--- src/rtl/fetch_queue_pkg.sv ---
// fetch_queue_pkg
// Shared types and constants for the instruction fetch queue.
//   NOP_INSTR       : instruction presented to decode while the queue is empty
//   fetch_entry_t   : one buffered {instr, pc} pair
//   fetch_in_type   : memory response/grant and decoder ready, bundled
//   fetch_out_type  : memory request and decoder-facing outputs, bundled
//   align_word()    : forces an address onto a 32-bit word boundary
package fetch_queue_pkg;

    localparam logic [31:0] NOP_INSTR = 32'h0000_0013;

    typedef struct packed {
        logic [31:0] instr;
        logic [31:0] pc;
    } fetch_entry_t;

    typedef struct packed {
        logic        mem_gnt;
        logic        mem_rvalid;
        logic [31:0] mem_rdata;
        logic        out_ready;
    } fetch_in_type;

    typedef struct packed {
        logic        mem_valid;
        logic [31:0] mem_addr;
        logic        out_valid;
        logic [31:0] out_instr;
        logic [31:0] out_pc;
    } fetch_out_type;

    function automatic logic [31:0] align_word(input logic [31:0] addr);
        return {addr[31:2], 2'b00};
    endfunction

endpackage

--- src/rtl/fetch_queue_if.sv ---
// fetch_queue_if
// Bundles the instruction-memory port, the redirect request and the decoder
// handshake of the fetch queue.
//   master : the fetch queue itself (drives requests and decoder outputs)
//   slave  : the surrounding memory / decoder / redirect source
interface fetch_queue_if;

    logic        mem_valid;
    logic [31:0] mem_addr;
    logic        mem_gnt;
    logic        mem_rvalid;
    logic [31:0] mem_rdata;
    logic        redirect;
    logic [31:0] redirect_addr;
    logic        out_valid;
    logic [31:0] out_instr;
    logic [31:0] out_pc;
    logic        out_ready;

    modport master (
        output mem_valid, mem_addr, out_valid, out_instr, out_pc,
        input  mem_gnt, mem_rvalid, mem_rdata, redirect, redirect_addr, out_ready
    );

    modport slave (
        input  mem_valid, mem_addr, out_valid, out_instr, out_pc,
        output mem_gnt, mem_rvalid, mem_rdata, redirect, redirect_addr, out_ready
    );

endinterface

--- src/rtl/fetch_queue_fifo.sv ---
// fetch_fifo
// Parameterised DEPTH-entry synchronous FIFO (DEPTH a power of two).
//   clock, reset : rising-edge clock, synchronous active-high reset
//   clear        : empties the FIFO, wins over push/pop
//   push/push_data, pop : write tail / retire head (push+pop while full is legal)
//   count        : current occupancy
//   head         : data at the head entry (valid when count != 0)
module fetch_fifo #(
    parameter int DEPTH = 4,
    parameter int WIDTH = 32
) (
    input  logic                         clock,
    input  logic                         reset,
    input  logic                         clear,
    input  logic                         push,
    input  logic [WIDTH-1:0]             push_data,
    input  logic                         pop,
    output logic [$clog2(DEPTH+1)-1:0]   count,
    output logic [WIDTH-1:0]             head
);

    localparam int PW = $clog2(DEPTH);
    localparam int CW = $clog2(DEPTH + 1);

    logic [WIDTH-1:0] mem_q [DEPTH];
    logic [WIDTH-1:0] mem_d [DEPTH];
    logic [PW-1:0]    wr_ptr_q, wr_ptr_d;
    logic [PW-1:0]    rd_ptr_q, rd_ptr_d;
    logic [CW-1:0]    count_q, count_d;

    // Next-state: pointers wrap naturally because DEPTH is a power of two.
    // When full with push and pop together, the write lands on the slot being
    // popped, which is safe since the head is read out in the same cycle.
    always_comb begin
        mem_d    = mem_q;
        wr_ptr_d = wr_ptr_q;
        rd_ptr_d = rd_ptr_q;
        count_d  = count_q;
        if (clear) begin
            wr_ptr_d = '0;
            rd_ptr_d = '0;
            count_d  = '0;
        end else begin
            if (push) begin
                mem_d[wr_ptr_q] = push_data;
                wr_ptr_d        = wr_ptr_q + 1'b1;
            end
            if (pop) begin
                rd_ptr_d = rd_ptr_q + 1'b1;
            end
            case ({push, pop})
                2'b10:   count_d = count_q + 1'b1;
                2'b01:   count_d = count_q - 1'b1;
                default: count_d = count_q;
            endcase
        end
    end

    always_ff @(posedge clock) begin
        if (reset) begin
            mem_q    <= '{default: '0};
            wr_ptr_q <= '0;
            rd_ptr_q <= '0;
            count_q  <= '0;
        end else begin
            mem_q    <= mem_d;
            wr_ptr_q <= wr_ptr_d;
            rd_ptr_q <= rd_ptr_d;
            count_q  <= count_d;
        end
    end

    assign count = count_q;
    assign head  = mem_q[rd_ptr_q];

endmodule

--- src/rtl/fetch_queue.sv ---
// fetch_queue
// In-order instruction fetch queue between instruction memory and decode.
// Issues word fetches, tags each grant with its PC, buffers returned words and
// hands them to the decoder one per handshake. A redirect flushes the buffer,
// restarts fetch and discards responses that are still in flight.
//   clock, reset : rising-edge clock, synchronous active-high reset
//   bus (master) : mem_valid/mem_addr/mem_gnt/mem_rvalid/mem_rdata memory port,
//                  redirect/redirect_addr, out_valid/out_instr/out_pc/out_ready
module fetch_queue
    import fetch_queue_pkg::*;
#(
    parameter int          DEPTH      = 4,
    parameter logic [31:0] RESET_ADDR = 32'h0
) (
    input  logic         clock,
    input  logic         reset,
    fetch_queue_if.master bus
);

    localparam int CW = $clog2(DEPTH + 1);

    fetch_in_type  fi;
    fetch_out_type fo;

    logic [31:0]   fetch_pc_q, fetch_pc_d;
    logic [31:0]   last_pc_q, last_pc_d;
    logic [CW-1:0] drop_q, drop_d;
    logic [CW-1:0] buf_count;
    logic [CW-1:0] outstanding;
    logic [CW:0]   occupancy;
    logic [31:0]   tag_head;
    fetch_entry_t  buf_head;
    fetch_entry_t  buf_push_data;
    logic          grant;
    logic          buf_push;
    logic          buf_pop;

    assign fi = '{mem_gnt:    bus.mem_gnt,
                  mem_rvalid: bus.mem_rvalid,
                  mem_rdata:  bus.mem_rdata,
                  out_ready:  bus.out_ready};

    // Request and decoder-facing outputs. Fetch only while buffered plus
    // in-flight words leave room, which is what lets push+pop at full be legal.
    always_comb begin
        occupancy    = {1'b0, buf_count} + {1'b0, outstanding};
        fo.mem_valid = !reset && !bus.redirect && (occupancy < (CW+1)'(DEPTH));
        fo.mem_addr  = fetch_pc_q;
        fo.out_valid = (buf_count != '0);
        fo.out_instr = fo.out_valid ? buf_head.instr : NOP_INSTR;
        fo.out_pc    = fo.out_valid ? buf_head.pc    : last_pc_q;
    end

    assign grant         = fo.mem_valid && fi.mem_gnt;
    assign buf_push      = fi.mem_rvalid && (drop_q == '0) && !bus.redirect;
    assign buf_pop       = fo.out_valid && fi.out_ready && !bus.redirect;
    assign buf_push_data = '{instr: fi.mem_rdata, pc: tag_head};

    // Fetch PC, drop counter and last-popped PC. The tag FIFO count is the
    // total in flight, already including words marked for dropping, so on a
    // redirect everything in flight except a word returning right now is stale.
    always_comb begin
        fetch_pc_d = fetch_pc_q;
        drop_d     = drop_q;
        last_pc_d  = last_pc_q;
        if (bus.redirect) begin
            fetch_pc_d = align_word(bus.redirect_addr);
            drop_d     = outstanding - CW'(fi.mem_rvalid);
        end else begin
            if (grant) begin
                fetch_pc_d = fetch_pc_q + 32'd4;
            end
            if (fi.mem_rvalid && (drop_q != '0)) begin
                drop_d = drop_q - 1'b1;
            end
        end
        if (buf_pop) begin
            last_pc_d = buf_head.pc;
        end
    end

    always_ff @(posedge clock) begin
        if (reset) begin
            fetch_pc_q <= RESET_ADDR;
            last_pc_q  <= RESET_ADDR;
            drop_q     <= '0;
        end else begin
            fetch_pc_q <= fetch_pc_d;
            last_pc_q  <= last_pc_d;
            drop_q     <= drop_d;
        end
    end

    // PC tags of granted requests; every response retires one tag, stale or not.
    fetch_fifo #(.DEPTH(DEPTH), .WIDTH(32)) u_tag_fifo (
        .clock     (clock),
        .reset     (reset),
        .clear     (1'b0),
        .push      (grant),
        .push_data (fetch_pc_q),
        .pop       (fi.mem_rvalid),
        .count     (outstanding),
        .head      (tag_head)
    );

    // Buffered {instr, pc} entries waiting for the decoder.
    fetch_fifo #(.DEPTH(DEPTH), .WIDTH($bits(fetch_entry_t))) u_buf_fifo (
        .clock     (clock),
        .reset     (reset),
        .clear     (bus.redirect),
        .push      (buf_push),
        .push_data (buf_push_data),
        .pop       (buf_pop),
        .count     (buf_count),
        .head      (buf_head)
    );

    assign bus.mem_valid = fo.mem_valid;
    assign bus.mem_addr  = fo.mem_addr;
    assign bus.out_valid = fo.out_valid;
    assign bus.out_instr = fo.out_instr;
    assign bus.out_pc    = fo.out_pc;

endmodule

--- src/flat_wrapper.sv ---
// flat-port wrapper written by rule: the top's interface ports become plain ports
module fetch_queue_flat import fetch_queue_pkg::*;
#(
    parameter int          DEPTH      = 4,
    parameter logic [31:0] RESET_ADDR = 32'h0
)
  (clock, reset, bus_mem_valid, bus_mem_addr, bus_out_valid, bus_out_instr, bus_out_pc, bus_mem_gnt, bus_mem_rvalid, bus_mem_rdata, bus_redirect, bus_redirect_addr, bus_out_ready);
  fetch_queue_if bus_i ();
  input  logic clock;
  input  logic reset;
  output wire logic [$bits(bus_i.mem_valid)-1:0] bus_mem_valid;
  output wire logic [$bits(bus_i.mem_addr)-1:0] bus_mem_addr;
  output wire logic [$bits(bus_i.out_valid)-1:0] bus_out_valid;
  output wire logic [$bits(bus_i.out_instr)-1:0] bus_out_instr;
  output wire logic [$bits(bus_i.out_pc)-1:0] bus_out_pc;
  input wire logic [$bits(bus_i.mem_gnt)-1:0] bus_mem_gnt;
  input wire logic [$bits(bus_i.mem_rvalid)-1:0] bus_mem_rvalid;
  input wire logic [$bits(bus_i.mem_rdata)-1:0] bus_mem_rdata;
  input wire logic [$bits(bus_i.redirect)-1:0] bus_redirect;
  input wire logic [$bits(bus_i.redirect_addr)-1:0] bus_redirect_addr;
  input wire logic [$bits(bus_i.out_ready)-1:0] bus_out_ready;
  assign bus_mem_valid = bus_i.mem_valid;
  assign bus_mem_addr = bus_i.mem_addr;
  assign bus_out_valid = bus_i.out_valid;
  assign bus_out_instr = bus_i.out_instr;
  assign bus_out_pc = bus_i.out_pc;
  assign bus_i.mem_gnt = bus_mem_gnt;
  assign bus_i.mem_rvalid = bus_mem_rvalid;
  assign bus_i.mem_rdata = bus_mem_rdata;
  assign bus_i.redirect = bus_redirect;
  assign bus_i.redirect_addr = bus_redirect_addr;
  assign bus_i.out_ready = bus_out_ready;
  fetch_queue #(.DEPTH(DEPTH), .RESET_ADDR(RESET_ADDR)) u_core (.clock(clock), .reset(reset), .bus(bus_i));
endmodule
--- config.mk ---
export PLATFORM = sky130hd
export DESIGN_NAME = fetch_queue_flat
export DESIGN_NICKNAME = d
export VERILOG_FILES = /design/src/rtl/fetch_queue_pkg.sv /design/src/rtl/fetch_queue_if.sv /design/src/rtl/fetch_queue_fifo.sv /design/src/rtl/fetch_queue.sv /design/src/flat_wrapper.sv
export SDC_FILE = /design/constraint.sdc
export NUM_CORES = 1
export LEC_CHECK = 0
export ABC_AREA = 1
export CAP_MARGIN = 5
export CORE_MARGIN = 2
export CORE_UTILIZATION = 40
export CTS_CLUSTER_DIAMETER = 40
export DETAILED_ROUTE_END_ITERATION = 12
export PLACE_DENSITY = 0.63
export REMOVE_ABC_BUFFERS = 1
export SYNTH_ARGS = -nofsm -noshare
export SYNTH_HDL_FRONTEND = slang
export SYNTH_SLANG_ARGS = --single-unit
--- constraint.sdc ---
create_clock -name clock -period 3.15 [get_ports clock]
set_clock_uncertainty 0.05 [all_clocks]
set_input_delay 0.315 -clock clock [delete_from_list [all_inputs] [get_ports clock]]
set_output_delay 0.315 -clock clock [all_outputs]
set_load 0.05 [all_outputs]
==> results of run 1 <==
worst max-delay path by stage:
stage,startpoint,end
after detailed placement,bus_redirect,u_core.u_tag_fifo.mem_q[63]$_SDFFE_PP0P_
after global placement,bus_redirect,u_core.u_tag_fifo.mem_q[42]$_SDFFE_PP0P_
after CTS,u_core.u_buf_fifo.rd_ptr_q[0]$_SDFFE_PP0P_,bus_out_pc[8]
final,u_core.u_buf_fifo.rd_ptr_q[0]$_SDFFE_PP0P_,bus_out_pc[27]
after floorplan,u_core.u_buf_fifo.rd_ptr_q[0]$_SDFFE_PP0P_,bus_out_instr[0]
after global routing,u_core.u_buf_fifo.rd_ptr_q[0]$_SDFFE_PP0P_,bus_out_instr[12]
metal layers:
| metal | routed length [um] | global-route usage, % | up-vias | share of wire (%) |
|---|---|---|---|---|
| met3 | 4074 | 4.029 | 101 | 6.8 |
| li1 | - | - | 9233 | - |
| met4 | 1393 | 8.075 | 0 | 2.3 |
| met1 | 26650 | 30.51 | 8934 | 44 |
| met5 | 0 | 0 | - | 0 |
| met2 | 28010 | 38.47 | 655 | 47 |
sequential cells by signal (all words and copies together), names as in the netlist:
signal and count:
u_core.u_buf_fifo.mem_q 248, u_core.u_tag_fifo.mem_q 120, u_core.bus.mem_addr 30, u_core.last_pc_q 30, u_core.drop_q 3, u_core.u_buf_fifo.count 3, u_core.u_tag_fifo.count 3, u_core.u_buf_fifo.rd_ptr_q 2
u_core.u_buf_fifo.wr_ptr_q 2, u_core.u_tag_fifo.rd_ptr_q 2, u_core.u_tag_fifo.wr_ptr_q 2
logic make-up (layout without fill, tap and decap cells):
kind of cell | count (synthesis) | in the layout
buffers and inverters | 419 | 524
other | 1 | 4
adders and majority gates | 19 | 19
and+or+nand+nor | 751 | 751
AOI/OAI and AO/OA | 1058 | 1058
xor gates and xnor gates | 13 | 13
DFF | 445 | 445
per-stage QoR:
stage / area (um^2) / cells / TNS (ps)
after floorplan: 18520 / 2467 / -394370
after global placement: 22120 / 3298 / 0
after detailed placement: 22120 / 3298 / 0
after CTS: 24550 / 3429 / 0
after global routing: 24550 / 3429 / 0
final: 24550 / 3429 / 0
cell usage after synthesis:
cell and n:
a21oi_1 604, nand2_1 539, dfxtp_1 445, o21ai_0 392, clkbuf_1 188, inv_1 171, nand3_1 140, nor2_1 61
a32o_1 45, buf_2 29, ha_1 17, buf_1 14, o21ai_1 10, buf_6 7, xor2_1 7, xnor2_1 6
clkinv_1 5, a22oi_1 4, buf_4 4, nand2_2 3, fa_1 2, nor2_4 2, nor3_1 2, o21bai_1 2
a31oi_1 1, and3_1 1, conb_1 1, inv_2 1, nand4_1 1, nor2_2 1, nor3_2 1
cell type report:
cell class	count	area share [%]
flip-flops and latches	445	36.31
inverters	177	2.737
clock buffers	83	7.935
well taps	615	3.134
multi-input cells	1845	36.54
repair buffers	216	11.38
clock inverters	48	1.972
worst register-to-register path, stage by stage, from the launching register on:
cell	delay (ps)
dfxtp_1	440
ha_1	280
nand3_1	80
nand2_1	80
nor2_4	150
nand2_2	100
clkinv_2	200
nand2_1	400
buf_12	320
o21ai_0	190
a21oi_1	60
power by group:
part	switching (mW)	internal (mW)
clock	2.93	4.98
combinational	0.822	0.430
sequential	0.135	5.77
total	3.89	11.2
==> flow_summary.yaml, run 1 <==
floorplanning:
  die_y_um: 224.9
  core_area_mm2: 0.04795
  die_w_um: 224.9
  initial_core_util_pct: 40.72
  num_rows: 80
  pin_count: 168
  die_area_mm2: 0.05060
global_routing:
  grt_max_degree: 122
  grt_antenna_before_repair: 0
  overflow: 0
  grtUsageTotal_pct: 23.23
  grt_pass1_vias: 18020
  grt_pass1_wl_um: 94810
clocking:
  cts_resized: 0
  clk_latency_ps: 580
  hold_buffers: 0
  cts_made_buffers: 72
  cts.sinks: 445
  cts_tree: "done"
  path_clk_slew_ps: 50
  cts_buffer_depth: 3
  cts_setup_buffers: 0
  cts_max_level: 3
  root_buffer: "clkbuf_16"
yosys:
  synth_top_family_by_area: "compound AO/OA/AOI/OAI gates"
  yosysTopAreaCell: "dfxtp_1"
  synth.area.top_cells: "dfxtp_1, a21oi_1, nand2_1"
  synthMuxAreaShare_pct: 0
  synth_seq_cells: 445
  synthXorXnorAreaFrac_pct: 0.5831
  synth.avg_cell_area_um2: 7.215
  synth.distinct_cells: 31
  ys_seq_area_share_pct: 45.63
  yosys.area_share.simple_pct: 15.53
  synth-compound-area-share_pct: 28.36
  yosys.area_share.adder_pct: 1.294
  yosys_warnings: 0
  synth_area_mm2: 0.01952
  syn_inst: 2706
  yosysTopAreaCellShare_pct: 45.63
pwr:
  power_mw: 15.07
  peakVddDrop_uv: 441.2
  powerDensity_mw_per_mm2: 613.9
  p_leak_nw: 8.564
setup_path:
  cp-end-kind: "output port"
  rr_worst_depth: 10
  cp_num_buf_inv: 3
  path_cells: "clkinv_2 -> buf_4 -> nand2_1 -> a32o_1 -> o21ai_0 -> buf_12"
  crit_path_max_fanout: 23
  critical_path_class: "reg -> out"
  cp-start-kind: "flip-flop"
  r2r_end: "u_core.u_tag_fifo.mem_q[46]$_SDFFE_PP0P_"
  slowest_stage: "o21ai_0"
  cp.depth: 6
  cp_data_required_time_ps: 2780
  critPathTopFamily: "buffers and inverters"
  regToRegStartpoint: "u_core.u_buf_fifo.count[1]$_SDFFE_PP0P_"
  reg2reg_slack_ps: 690
  max_stage_delay_ps: 450
  worstPathArrival_ps: 2520
routing:
  dr_total_vias: 18920
  drtPass1Iterations: 6
  dr.first_iter.drc_count: 1717
  drt-total-wl_um: 60130
  antenna_left: 0
  wl_per_cell_um: 17.54
  drc: 0
  vias_per_cell: 5.519
timing:
  fmax_mhz: 346.4
  whs_ps: 246.1
  period_share_pct: 91.64
  rsz0062_at_grt: "false"
  period_needed_ps: 2887
  finalSetupViolCount: 0
  setup_slack_ps: 263.4
  worstMarginPinSlew_ps: 1026
  relSlewSlack_pct: 31.55
  drv_slew: 0
  final_hold_viol_count: 0
placed_design:
  port_buffers: 161
  place_congestion: 0.8341
  pre_cts_ws_ps: 387.0
  dp_hpwl_um: 35960
worst_hold_path:
  min_path_type: "in -> reg"
  hold_path_end: "u_core.u_buf_fifo.rd_ptr_q[0]$_SDFFE_PP0P_"
  worstHoldPathCells: 5
  min-delay-start: "reset"
final_layout:
  final_nets: 2846
  finalCoreUtilization_pct: 51.21
  multiInputGateArea_mm2: 0.008970
  antenna_cells: 0
  drive_above_1_share_pct: 9.382
  fillers: 4504
  ff_latch_area_mm2: 0.008914
  final_cell_mix: "a21oi_1, nand2_1, dfxtp_1"
  area_growth_pct: 25.74
  layout_commonest_cell: "a21oi_1"
status:
  run_status: "finished clean"
run:
  cap_violations: 0
No activity file was read; power rests on OpenSTA's default activity.
==> run 2, diff against run 1 <==
--- a/config.mk
+++ b/config.mk
@@ -11,7 +11,7 @@
 export CORE_UTILIZATION = 40
 export CTS_CLUSTER_DIAMETER = 40
 export DETAILED_ROUTE_END_ITERATION = 12
-export PLACE_DENSITY = 0.63
+export PLACE_DENSITY = 0.7
 export REMOVE_ABC_BUFFERS = 1
 export SYNTH_ARGS = -nofsm -noshare
 export SYNTH_HDL_FRONTEND = slang
==> flow_summary.yaml, run 2 (synthesis results as in run 1) <==
floorplanning:
  pin_count: 168
  core_area_mm2: 0.04795
  num_rows: 80
  die_w_um: 224.9
  die_y_um: 224.9
  initial_core_util_pct: 40.72
  die_area_mm2: 0.05060
final_layout:
  top_regs: "u_core.u_buf_fifo.mem_q: 248 flops, u_core.u_tag_fifo.mem_q: 120 flops"
  area_growth_pct: 25.13
  final_cell_mix: "a21oi_1, nand2_1, dfxtp_1"
  fillers: 4434
  largest_reg_flops: 248
  drive_above_1_share_pct: 8.883
  final_nets: 2841
  multiInputGateArea_mm2: 0.008970
  layout_commonest_cell: "a21oi_1"
  finalCoreUtilization_pct: 50.96
  fin_cells: 3418
  ff_latch_area_mm2: 0.008914
  antenna_cells: 0
  top_register: "u_core.u_buf_fifo.mem_q"
clocking:
  cts_buffer_depth: 3
  cts_resized: 0
  hold_buffers: 0
  cts_tree: "done"
  clk_latency_ps: 570
  cts.sinks: 445
  cts_max_level: 3
  root_buffer: "clkbuf_16"
  path_clk_slew_ps: 50
  cts_setup_buffers: 0
  cts_made_buffers: 69
routing:
  drtPass1Iterations: 6
  vias_per_cell: 5.558
  drt-total-wl_um: 59850
  dr.first_iter.drc_count: 1871
  drc: 0
  antenna_left: 0
  dr_total_vias: 19000
  wl_per_cell_um: 17.51
timing:
  period_needed_ps: 2931
  worstMarginPinSlew_ps: 1010
  setup_slack_ps: 219.1
  fmax_mhz: 341.2
  relSlewSlack_pct: 32.59
  drv_slew: 0
  period_share_pct: 93.04
  finalSetupViolCount: 0
  rsz0062_at_grt: "false"
  final_hold_viol_count: 0
  setup_tns_ps: 0
pwr:
  switching_share_pct: 25.19
  peakVddDrop_uv: 365.9
  power_mw: 14.74
  power_frac_clock_pct: 51.5
  p_comb_share_pct: 8.5
  switchingPower_mw: 3.712
  powerDensity_mw_per_mm2: 603.2
  seqPwrFrac_pct: 40.1
  p_leak_nw: 8.503
  internal_power_mw: 11.02
worst_hold_path:
  min_path_type: "in -> reg"
  min-delay-start: "reset"
  worstHoldPathCells: 5
setup_path:
  reg2reg_slack_ps: 560
  cp-startpoint: "u_core.u_buf_fifo.rd_ptr_q[0]$_SDFFE_PP0P_"
  max_stage_delay_ps: 530
  cp_data_required_time_ps: 2780
  path_cells: "buf_12 -> nand2_1 -> a32o_1 -> o21ai_0 -> buf_12"
  rr_worst_depth: 11
  regToRegStartpoint: "u_core.drop_q[0]$_SDFFE_PP0P_"
  crit_path_max_fanout: 121
  cp-end-kind: "output port"
  cp-start-kind: "flip-flop"
  slowest_stage: "o21ai_0"
  critical_path_class: "reg -> out"
  cpMostUsedCell: "buf_12"
  worstPathArrival_ps: 2570
placed_design:
  dp.cells: 3296
  pre_cts_ws_ps: 367.9
  dp_hpwl_um: 36590
  place_congestion: 0.8481
  port_buffers: 161
global_routing:
  grtUsageTotal_pct: 23.26
  overflow: 0
  grt_antenna_before_repair: 1
  grt_pass1_wl_um: 94900
  grt_pass1_vias: 18220
  grt_max_degree: 122
status:
  run_status: "finished clean"
run:
  cap_violations: 0
run 2: power groups by stage:
| stage | clock network, mW | logic, mW | registers (mW) |
|---|---|---|---|
| 2_1_floorplan | 0 | 0.601 | 6.08 |
| 3_3_place_gp | 0 | 1.20 | 6.01 |
| 3_5_place_dp | 0 | 1.23 | 6.02 |
| 4_1_cts | 7.68 | 1.24 | 5.90 |
| 5_1_grt | 7.93 | 1.36 | 5.92 |
| 6_report | 7.58 | 1.25 | 5.91 |
run 2: per-stage QoR:
stage          hold WS [ps]  cell area, um^2
2_1_floorplan         334.1            18520
3_3_place_gp          382.8            22120
3_5_place_dp          388.5            22120
4_1_cts               212.2            24430
5_1_grt               246.6            24430
6_report              242.8            24430
run 2: area by class of cell:
class	instances	share of cell area, %
Tap cell	615	3.150
Timing Repair Buffer	214	11.43
Clock inverter	35	1.670
Sequential cell	445	36.48
Clock buffer	87	7.805
Multi-Input combinational cell	1845	36.72
Inverter	177	2.750
run 2: worst max-delay path, delay by kind of cell (launching register included):
kind / cells / cell delay [ps]
buf+inv: 2 / 670
compound gates: 2 / 810
simple gates: 1 / 130
flops: 1 / 360
run 2: metal layers:
| metal | vias up | part of all wire (%) | global-route usage, % |
|---|---|---|---|
| met5 | - | 0.030 | 0 |
| met4 | 2 | 2.8 | 8.438 |
| met3 | 121 | 7.4 | 4.407 |
| met2 | 670 | 47 | 39.10 |
| met1 | 8983 | 43 | 29.72 |
| li1 | 9222 | - | - |
run 2: worst paths after layout:
| kind | endpoint |
|---|---|
| max | bus_out_pc[8] |
| min reg2reg | u_core.u_tag_fifo.mem_q[116]$_SDFFE_PP0P_ |
| min | u_core.u_buf_fifo.rd_ptr_q[0]$_SDFFE_PP0P_ |
| max reg2reg | u_core.u_buf_fifo.count[1]$_SDFFE_PP0P_ |
==> run 3, diff against run 2 <==
--- a/config.mk
+++ b/config.mk
@@ -7,11 +7,12 @@
 export LEC_CHECK = 0
 export ABC_AREA = 1
 export CAP_MARGIN = 5
+export CORE_ASPECT_RATIO = 0.9
 export CORE_MARGIN = 2
-export CORE_UTILIZATION = 40
+export CORE_UTILIZATION = 58
 export CTS_CLUSTER_DIAMETER = 40
 export DETAILED_ROUTE_END_ITERATION = 12
-export PLACE_DENSITY = 0.7
+export PLACE_DENSITY = 0.91
 export REMOVE_ABC_BUFFERS = 1
 export SYNTH_ARGS = -nofsm -noshare
 export SYNTH_HDL_FRONTEND = slang
==> flow_summary.yaml, run 3 (synthesis results as in run 1) <==
status:
  run_status: "finished clean"
clocking:
  hold_buffers: 0
  cts_setup_buffers: 0
  cts_max_level: 2
  cts.sinks: 445
  cts_resized: 0
  clk_latency_ps: 560
  cts_buffer_depth: 3
  root_buffer: "clkbuf_16"
  path_clk_slew_ps: 60
  cts_made_buffers: 50
  cts_tree: "done"
floorplanning:
  die_y_um: 178.1
  pin_count: 168
  core_area_mm2: 0.03303
  num_rows: 63
  die_w_um: 197.4
  die_area_mm2: 0.03515
  initial_core_util_pct: 59.12
global_routing:
  grtUsageTotal_pct: 31.70
  grt_pass1_vias: 18780
  grt_antenna_before_repair: 1
  overflow: 0
  grt_max_degree: 99
  grt_pass1_wl_um: 91990
pwr:
  peakVddDrop_uv: 452.8
  switchingPower_mw: 3.315
  p_leak_nw: 8.213
  seqPwrFrac_pct: 44.8
  power_frac_clock_pct: 45.7
  internal_power_mw: 9.859
  powerDensity_mw_per_mm2: 558.5
  switching_share_pct: 25.17
  p_comb_share_pct: 9.4
timing:
  finalSetupViolCount: 0
  period_share_pct: 93.82
  final_hold_viol_count: 0
  relSlewSlack_pct: 33.91
  period_needed_ps: 2955
  fmax_mhz: 338.4
  drv_slew: 0
  whs_ps: 183.9
  rsz0062_at_grt: "false"
  worstMarginPinSlew_ps: 990.3
setup_path:
  reg2reg_slack_ps: 660
  cp-start-kind: "flip-flop"
  slowest_stage: "dfxtp_4"
  path_cells: "buf_12 -> nand2_1 -> a32o_1 -> o21ai_0 -> buf_12"
  cpMostUsedCell: "buf_12"
  cp.depth: 5
  rr_worst_depth: 11
  cp_num_buf_inv: 2
  worstPathArrival_ps: 2590
  cp_data_required_time_ps: 2780
  critPathTopFamily: "flip-flops"
  critical_path_class: "reg -> out"
  cp-end-kind: "output port"
  crit_path_max_fanout: 84
  max_stage_delay_ps: 660
final_layout:
  final_nets: 2825
  fin_cells: 3195
  top_register: "u_core.u_buf_fifo.mem_q"
  largest_reg_flops: 248
  layout_commonest_cell: "a21oi_1"
  antenna_cells: 0
  area_growth_pct: 20.81
  fillers: 2386
  top_regs: "u_core.u_buf_fifo.mem_q: 248 flops, u_core.u_tag_fifo.mem_q: 120 flops"
  final_cell_mix: "a21oi_1, nand2_1, dfxtp_1"
  drive_above_1_share_pct: 7.934
routing:
  drc: 0
  drt-total-wl_um: 57430
  drtPass1Iterations: 8
  dr_total_vias: 19720
  vias_per_cell: 6.171
  antenna_left: 0
  dr.first_iter.drc_count: 2405
  wl_per_cell_um: 17.97
worst_hold_path:
  min_path_type: "in -> reg"
  worstHoldPathCells: 4
placed_design:
  dp_hpwl_um: 34700
  dp.cells: 3106
  place_congestion: 0.8887
  port_buffers: 161
run:
  cap_violations: 0
[run 3: cell types whose count changed in the layout (fill, tap and decap cells not counted), sizes merged]
| cell | previous run | this run |
|---|---|---|
| clkbuf | 87 | 66 |
| clkinv | 19 | 14 |
| inv | 182 | 177 |
| buf | 117 | 120 |
| bufinv | 6 | 5 |
| clkinvlp | 5 | 4 |
[run 3: final cells by class]
cell class / count / area (um^2) / area share [%]
Clock buffer: 66 / 1446 / 6.132
Sequential cell: 445 / 8914 / 37.79
Inverter: 177 / 670.6 / 2.843
Tap cell: 422 / 528.0 / 2.238
Multi-Input combinational cell: 1845 / 8970 / 38.03
Timing Repair Buffer: 217 / 2773 / 11.75
Clock inverter: 23 / 286.5 / 1.215
[run 3: worst register-to-register path: cells and delay by family, from the launching register on]
family | cells | cell delay [ps]
AOI/OAI and AO/OA | 2 | 430
adders and majority gates | 1 | 270
buffers and inverters | 3 | 680
and+or+nand+nor | 5 | 490
DFF | 1 | 430
[run 3: worst paths after layout]
check,start,to
worst min-delay path,reset,u_core.u_buf_fifo.wr_ptr_q[1]$_SDFFE_PP0P_
worst min register to register,u_core.u_tag_fifo.mem_q[47]$_SDFFE_PP0P_,u_core.u_tag_fifo.mem_q[47]$_SDFFE_PP0P_
worst max-delay path,u_core.u_buf_fifo.rd_ptr_q[0]$_SDFFE_PP0P_,bus_out_pc[27]
worst max register to register,u_core.u_buf_fifo.count[1]$_SDFFE_PP0P_,u_core.u_tag_fifo.mem_q[54]$_SDFFE_PP0P_
[run 3: through the flow]
| stage | setup TNS (ps) | worst slack, ps | utilization [%] | cell area [um^2] | power [mW] |
|---|---|---|---|---|---|
| after global placement | 0 | 508.9 | 66.17 | 21850 | 7.181 |
| after global routing | 0 | 82.26 | 71.42 | 23590 | 13.54 |
| after floorplan | -394370 | -3115 | - | 18520 | 6.676 |
| final | 0 | 194.6 | 71.42 | 23590 | 13.17 |
| after CTS | 0 | 198.5 | 71.42 | 23590 | 13.16 |
| after detailed placement | 0 | 444.7 | 66.17 | 21850 | 7.233 |
[run 3: power groups by stage]
stage               combinational [mW]  clock, mW  sequential (mW)
finish                            1.24       6.02             5.91
global route                      1.35       6.28             5.92
CTS                               1.22       6.04             5.90
detailed placement                1.21          0             6.02
global placement                  1.17          0             6.01
floorplan                        0.601          0             6.08
[run 3: per-layer routing]
metal / global-route usage (%) / wire length [um] / vias to the layer above
li1: - / - / 9163
met1: 40.54 / 22610 / 9195
met2: 53.23 / 27220 / 1147
met3: 4.821 / 5348 / 209
met4: 14.22 / 2203 / 2
met5: 0 / 43 / -
